### src/rtl/crc_input_buffer.sv
// crc_input_buffer
// ----------------
// Sits between the CRC AHB host interface and the byte-wide CRC engine.
// CRC_DR writes are pushed into a small FIFO of 32-bit words, and the
// configured input bit-reversal is applied as each word is pushed. The head
// entry is then handed to the engine one byte at a time, lane 0 first. The
// block also produces the back-pressure flags that the host uses to stall
// HREADYOUT, and turns a reset_chain request into one crc_chain_rst pulse.
// That pulse is held back until every queued byte has been processed.
//
// Ports
//   HCLK, HRESETn      clock and asynchronous active-low reset
//   bus_wr[31:0]       CRC_DR write data
//   bus_size[1:0]      0 byte, 1 halfword, 2/3 word
//   buffer_write_en    push request
//   rev_in_type[1:0]   0 none, 1 per byte, 2 per halfword, 3 whole word
//   reset_chain        request to reload the CRC init value
//   crc_busy           engine still working on the last accepted byte
//   byte_ready         engine takes data_byte this cycle
//   data_byte[7:0]     byte to the engine, with byte_valid and byte_last
//   buffer_full/empty  FIFO occupancy flags
//   read_wait          CRC_DR read must stall
//   reset_pending      reset_chain accepted but not yet applied
//   crc_chain_rst      one-cycle reload pulse to the engine
//
// Handshake: a byte transfers on a rising HCLK edge where byte_valid and
// byte_ready are both high. data_byte, byte_valid and byte_last hold steady
// while byte_ready is low. The producer side does not handshake: a push
// offered while buffer_full is high is dropped. The host avoids this by
// stalling the bus.
module crc_input_buffer #(
  parameter int DEPTH = 2
) (
  input  logic        HCLK,
  input  logic        HRESETn,
  input  logic [31:0] bus_wr,
  input  logic [1:0]  bus_size,
  input  logic        buffer_write_en,
  input  logic [1:0]  rev_in_type,
  input  logic        reset_chain,
  input  logic        crc_busy,
  input  logic        byte_ready,
  output logic [7:0]  data_byte,
  output logic        byte_valid,
  output logic        byte_last,
  output logic        buffer_full,
  output logic        buffer_empty,
  output logic        read_wait,
  output logic        reset_pending,
  output logic        crc_chain_rst
);

  localparam int PTR_W = (DEPTH > 1) ? $clog2(DEPTH) : 1;
  localparam int CNT_W = PTR_W + 1;

  // Entry layout: {nbytes[2:0], word[31:0]}
  logic [34:0]      mem_q [DEPTH];
  logic [34:0]      mem_d [DEPTH];
  logic [PTR_W-1:0] wptr_q, wptr_d;
  logic [PTR_W-1:0] rptr_q, rptr_d;
  logic [CNT_W-1:0] count_q, count_d;
  logic [1:0]       byte_idx_q, byte_idx_d;
  logic             pending_q, pending_d;

  logic [34:0] head;
  logic [2:0]  head_n;
  logic [2:0]  push_n;
  logic [31:0] push_word;
  logic        push, pop, fire;

  function automatic logic [31:0] reverse_in(input logic [31:0] d, input logic [1:0] t);
    logic [31:0] r;
    r = d;
    for (int i = 0; i < 32; i++) begin
      case (t)
        2'd1:    r[i] = d[(i / 8) * 8 + 7 - (i % 8)];
        2'd2:    r[i] = d[(i / 16) * 16 + 15 - (i % 16)];
        2'd3:    r[i] = d[31 - i];
        default: r[i] = d[i];
      endcase
    end
    return r;
  endfunction

  always_comb begin
    head         = mem_q[rptr_q];
    head_n       = head[34:32];
    buffer_full  = (count_q == CNT_W'(DEPTH));
    buffer_empty = (count_q == '0);
    byte_valid   = !buffer_empty;
    // Gated so an empty FIFO never shows stale data from a popped entry.
    data_byte    = buffer_empty ? 8'h00 : head[{byte_idx_q, 3'b000} +: 8];
    byte_last    = !buffer_empty && ({1'b0, byte_idx_q} == head_n - 3'd1);
    read_wait    = !buffer_empty || crc_busy;
    reset_pending = pending_q;
    fire          = pending_q && buffer_empty && !crc_busy;
    crc_chain_rst = fire;

    case (bus_size)
      2'd0:    push_n = 3'd1;
      2'd1:    push_n = 3'd2;
      default: push_n = 3'd4;
    endcase
    push_word = reverse_in(bus_wr, rev_in_type);

    // A push that arrives while full is dropped, even if a pop happens in
    // the same cycle.
    push = buffer_write_en && !buffer_full;
    pop  = byte_valid && byte_ready && byte_last;

    mem_d = mem_q;
    if (push) mem_d[wptr_q] = {push_n, push_word};

    wptr_d = push ? wptr_q + PTR_W'(1) : wptr_q;
    rptr_d = pop  ? rptr_q + PTR_W'(1) : rptr_q;

    case ({push, pop})
      2'b10:   count_d = count_q + CNT_W'(1);
      2'b01:   count_d = count_q - CNT_W'(1);
      default: count_d = count_q;
    endcase

    byte_idx_d = byte_idx_q;
    if (byte_valid && byte_ready) byte_idx_d = byte_last ? 2'd0 : byte_idx_q + 2'd1;

    // A repeated request while one is pending merges into it, and a request
    // in the same cycle as the pulse is absorbed by that pulse.
    pending_d = (pending_q || reset_chain) && !fire;
  end

  always_ff @(posedge HCLK or negedge HRESETn) begin
    if (!HRESETn) begin
      for (int i = 0; i < DEPTH; i++) mem_q[i] <= '0;
      wptr_q     <= '0;
      rptr_q     <= '0;
      count_q    <= '0;
      byte_idx_q <= '0;
      pending_q  <= 1'b0;
    end else begin
      for (int i = 0; i < DEPTH; i++) mem_q[i] <= mem_d[i];
      wptr_q     <= wptr_d;
      rptr_q     <= rptr_d;
      count_q    <= count_d;
      byte_idx_q <= byte_idx_d;
      pending_q  <= pending_d;
    end
  end

endmodule
### config.mk
export PLATFORM = sky130hd
export DESIGN_NAME = crc_input_buffer
export DESIGN_NICKNAME = d
export VERILOG_FILES = /design/src/rtl/crc_input_buffer.sv
export SDC_FILE = /design/constraint.sdc
export NUM_CORES = 1
export LEC_CHECK = 0
export CAP_MARGIN = 20
export CORE_UTILIZATION = 45
export DETAILED_ROUTE_END_ITERATION = 8
export HOLD_SLACK_MARGIN = 0.05
export PLACE_DENSITY = 0.65
export SETUP_SLACK_MARGIN = 0.15
export SYNTH_ARGS = -nofsm -noshare
export SYNTH_HDL_FRONTEND = slang
export SYNTH_SLANG_ARGS = --single-unit
### constraint.sdc
create_clock -name HCLK -period 7.1 [get_ports HCLK]
set_input_delay 1.065 -clock HCLK [delete_from_list [all_inputs] [get_ports HCLK]]
set_output_delay 1.065 -clock HCLK [all_outputs]
set_load 0.01 [all_outputs]
==> impl_summary.txt <==
----------------------------------------------------
[Outcome]
  Result of the run ... finished clean

[STA]
  Maximum clock rate ... 274 MHz
  Part of the cycle the worst path needs ... 0.515
  Pins Over Slew Limit ... 0
  Final-report setup violation count ... 0
  Unrepaired setup endpoints after global routing ... false
  Endpoints failing hold ... 0
  Final TNS setup ... 0 ps
  Worst-Margin Slew ... 972 ps
  Worst setup skew after layout ... 7.59 ps
  Normalized max-slew margin ... 0.352
  Fin crit period ... 3660 ps

[Synth]
  Flip-flop and latch count after synthesis ... 77
  Sequential cell area fraction in the yosys report ... 0.449
  Number of enable-type register cells in the synthesized netlist ... 0
  Share of async-settable or async-resettable flops after synthesis ... 1.00
  Post-synthesis net count ... 329
  Combined area of all synthesized cells ... 4290 sq um
  Cells after Synth ... 285
  Syn_area_per_cell ... 15.1 sq um
  Synth warnings ... 0
  Commonest register cell after synthesis ... sky130_fd_sc_hd__dfrtp_1
  Number of library cell types mapped by synthesis ... 29

[Floorplan]
  DIE AREA ... 9940 sq um
  Area inside the core boundary ... 9240 sq um
  Core Rows ... 35
  Die Width ... 99.7 um
  Initial Utilization ... 0.465
  Die outline height ... 99.7 um
  Ports placed on the boundary ... 57

[Cells and area]
  Total Nets Final ... 379
  Layout overhead on the synthesized area ... 20.1%
  Filler cell count in the final layout ... 778
  Count of antenna diodes in the layout ... 0
  Design area ... 5160 sq um
  Proportion of layout cells with a drive suffix above 1 ... 0.392

[Routing]
  First-pass detailed-route iteration total ... 5
  DRT Wirelength ... 8890 um
  Number of design-rule violations left by the first detailed-router iteration ... 89
  Count of antenna-violating nets left after detailed routing ... 0
  Avg WL per Cell ... 19.0 um
  Total number of vias ... 2681
  Post-DR vias/cell ... 5.73
  DRC viols ... 0

[Critical path]
  Crit path from ... rptr_q
  Endpoint of the most critical register-to-register path ... count_q[1]
  Type of the setup path with the least slack ... register to output port
  R2r setup slk ... 4600 ps
  Data arrival at the endpoint of the critical path ... 2590 ps
  Required time of the worst setup path ... 6030 ps
  Crit start category ... register
  Length in cells of the worst reg-to-reg path ... 9
  Startpoint of the worst register-to-register path ... rptr_q
  Kind of end point of the critical path ... output port
  Maximum fanout along the worst path ... 19

[Pwr]
  Total power draw ... 2.16 mW
  Leakage power ... 2.06 nW
  Max rail drop VDD ... 0.203 mV
  Power density over the cells ... 419 nW/um^2

[Clock network]
  Clock latency reported for the late side of the worst-skew pair ... 340 ps
  CTS tree ... done
  Cell chosen for the clock root ... sky130_fd_sc_hd__clkbuf_8
  Post-CTS setup buffer count ... 0
  Clock transition at the register clock pins on the worst setup and hold paths after CTS ... 70 ps
  CTS Buf Count ... 9
  Total of hold buffers inserted after clock tree synthesis ... 0
  CTS-repair resized insts ... 0
  H-Tree Depth ... 3
  Number of clock sinks ... 77
  Buffers from clock root to sink, at most ... 2

[GRT]
  Vias in the first global route ... 2873
  All-Layer GR Usage ... 0.198
  M1 GR Usage ... 0.247
  Global-route wire length before repair ... 14800 um
  Pin count of the biggest net entering global routing ... 78
  GRT busiest layer ... met2
  Met2 layer usage reported by global route ... 0.342
  Total grt overflow ... 0
  GR Layer Usage met3 ... 0.0429
  Antenna violations before repair ... 0

[Min path]
  Launch point of the worst hold path ... mem_q[68]
  Worst min path class ... register to register
  Cell depth of the worst min-delay path ... 2
  Endpoint with the worst hold slack ... mem_q[68]

[Placement]
  Post-DP HPWL ... 6050 um
  Port buffer count ... 56
  Post-place instance area ... 4920 sq um
  Weighted congestion reported at the end of routability-driven placement ... 0.742

[Flow run]
  Maxcap violations ... 0

----------------------------------------------------
[worst max-delay path by stage]
stage / endpoint / slack, ps / cells past startpoint
floorplan: byte_last / 4320 / 7
global placement: crc_chain_rst / 3590 / 4
detailed placement: crc_chain_rst / 3550 / 4
CTS: byte_last / 3390 / 7
global route: byte_last / 3270 / 7
finish: byte_last / 3440 / 7
[metal layers]
metal	share of wire	vias up	wire [um]
met2	0.49	91	4380
met1	0.43	1385	3850
li1	-	1196	-
met5	0	-	0
met3	0.063	9	557
met4	0.011	0	102
[cells in the final DEF, fill, tap and decap left out]
cell type / Yosys / layout
sky130_fd_sc_hd__o31ai_1: 3 / 3
sky130_fd_sc_hd__or2_2: 2 / 2
sky130_fd_sc_hd__mux4_2: 42 / 42
sky130_fd_sc_hd__o21ai_0: 4 / 4
sky130_fd_sc_hd__mux4_1: 6 / 6
sky130_fd_sc_hd__ha_1: 2 / 2
sky130_fd_sc_hd__clkinv_1: 2 / 2
sky130_fd_sc_hd__nor4_2: 1 / 1
sky130_fd_sc_hd__nor3b_1: 1 / 1
sky130_fd_sc_hd__buf_2: 13 / 2
sky130_fd_sc_hd__xor2_1: 4 / 4
sky130_fd_sc_hd__or3_1: 1 / 1
sky130_fd_sc_hd__xnor2_1: 3 / 3
sky130_fd_sc_hd__nand3b_1: 1 / 1
sky130_fd_sc_hd__clkdlybuf4s50_1: 0 / 53
sky130_fd_sc_hd__clkbuf_8: 0 / 10
sky130_fd_sc_hd__inv_1: 3 / 3
sky130_fd_sc_hd__buf_16: 0 / 1
sky130_fd_sc_hd__mux2_2: 66 / 66
sky130_fd_sc_hd__bufinv_16: 0 / 2
sky130_fd_sc_hd__nand3_2: 1 / 1
sky130_fd_sc_hd__clkinv_2: 0 / 3
sky130_fd_sc_hd__dfrtp_1: 77 / 77
sky130_fd_sc_hd__a21oi_1: 8 / 8
sky130_fd_sc_hd__buf_4: 1 / 3
sky130_fd_sc_hd__nor2_1: 4 / 4
sky130_fd_sc_hd__o311ai_0: 1 / 1
sky130_fd_sc_hd__nand2_1: 26 / 26
sky130_fd_sc_hd__nand2b_1: 2 / 2
sky130_fd_sc_hd__nor3_1: 2 / 2
sky130_fd_sc_hd__mux2i_1: 3 / 3
[flip-flops by register name, indices dropped and copies added (netlist names)]
signal and count:
byte_idx_q 2, count_q 2, mem_q 70, reset_pending 1
rptr_q 1, wptr_q 1
[per-stage QoR]
| stage | utilization | hold slack, ps | std cells | setup slack, ps |
|---|---|---|---|---|
| detailed placement | 0.532 | 476 | 452 | 3550 |
| finish | 0.558 | 489 | 468 | 3440 |
| CTS | 0.555 | 494 | 467 | 3390 |
| global placement | 0.532 | 471 | 452 | 3590 |
| global route | 0.558 | 515 | 468 | 3270 |
| floorplan | - | 448 | 285 | 4320 |
[worst max-delay path: stages (launching register included)]
cell,delay [ps]
sky130_fd_sc_hd__dfrtp_1,360
sky130_fd_sc_hd__buf_4,360
sky130_fd_sc_hd__mux2i_1,230
sky130_fd_sc_hd__ha_1,250
sky130_fd_sc_hd__xor2_1,150
sky130_fd_sc_hd__nand2_1,130
sky130_fd_sc_hd__nor3_1,200
sky130_fd_sc_hd__clkdlybuf4s50_1,570
[logic make-up (layout without fill, tap and decap cells)]
kind of cell,count (synthesis),in the layout,synth area share
flops,77,77,0.449
xor+xnor,7,7,0.0143
buf+inv,25,79,0.0283
compound gates,16,16,0.0213
fa+ha+maj,2,2,0.00583
mux,117,117,0.437
simple gates,41,41,0.0446
[area by class of cell]
type                    count  area [sq um]  area share
clock buffers              10           138      0.0267
well taps                 129           161      0.0313
flip-flops and latches     77          1930       0.374
repair buffers             59           591       0.115
multi-input cells         183          2250       0.436
clock inverters             5          75.1      0.0146
inverters                   5          18.8     0.00364
[synth_stat cells, types with 2 or more instances]
library cell | instances | area share
sky130_fd_sc_hd__dfrtp_1 | 77 | 0.45
sky130_fd_sc_hd__mux4_2 | 42 | 0.22
sky130_fd_sc_hd__or2_2 | 2 | 0.0029
sky130_fd_sc_hd__buf_1 | 2 | 0.0017
sky130_fd_sc_hd__clkbuf_1 | 3 | 0.0026
sky130_fd_sc_hd__mux2_2 | 66 | 0.17
sky130_fd_sc_hd__mux4_1 | 6 | 0.037
sky130_fd_sc_hd__ha_1 | 2 | 0.0058
sky130_fd_sc_hd__nor2_1 | 4 | 0.0035
sky130_fd_sc_hd__inv_1 | 3 | 0.0026
sky130_fd_sc_hd__buf_2 | 13 | 0.015
sky130_fd_sc_hd__clkinv_1 | 2 | 0.0017
sky130_fd_sc_hd__o21ai_0 | 4 | 0.0047
sky130_fd_sc_hd__nand2_1 | 26 | 0.023
sky130_fd_sc_hd__xnor2_1 | 3 | 0.0061
sky130_fd_sc_hd__xor2_1 | 4 | 0.0082
sky130_fd_sc_hd__mux2i_1 | 3 | 0.0070
sky130_fd_sc_hd__o31ai_1 | 3 | 0.0052
sky130_fd_sc_hd__nand2b_1 | 2 | 0.0029
sky130_fd_sc_hd__nor3_1 | 2 | 0.0023
sky130_fd_sc_hd__a21oi_1 | 8 | 0.0093
[report_power, final]
| part | internal [mW] | leakage, nW | total (mW) | switching, mW |
|---|---|---|---|---|
| sequential | 0.663 | 0.909 | 0.804 | 0.141 |
| clock | 0.204 | 0.112 | 0.358 | 0.154 |
| combinational | 0.592 | 1.04 | 0.999 | 0.407 |
Power figures use the tool's default switching activity.
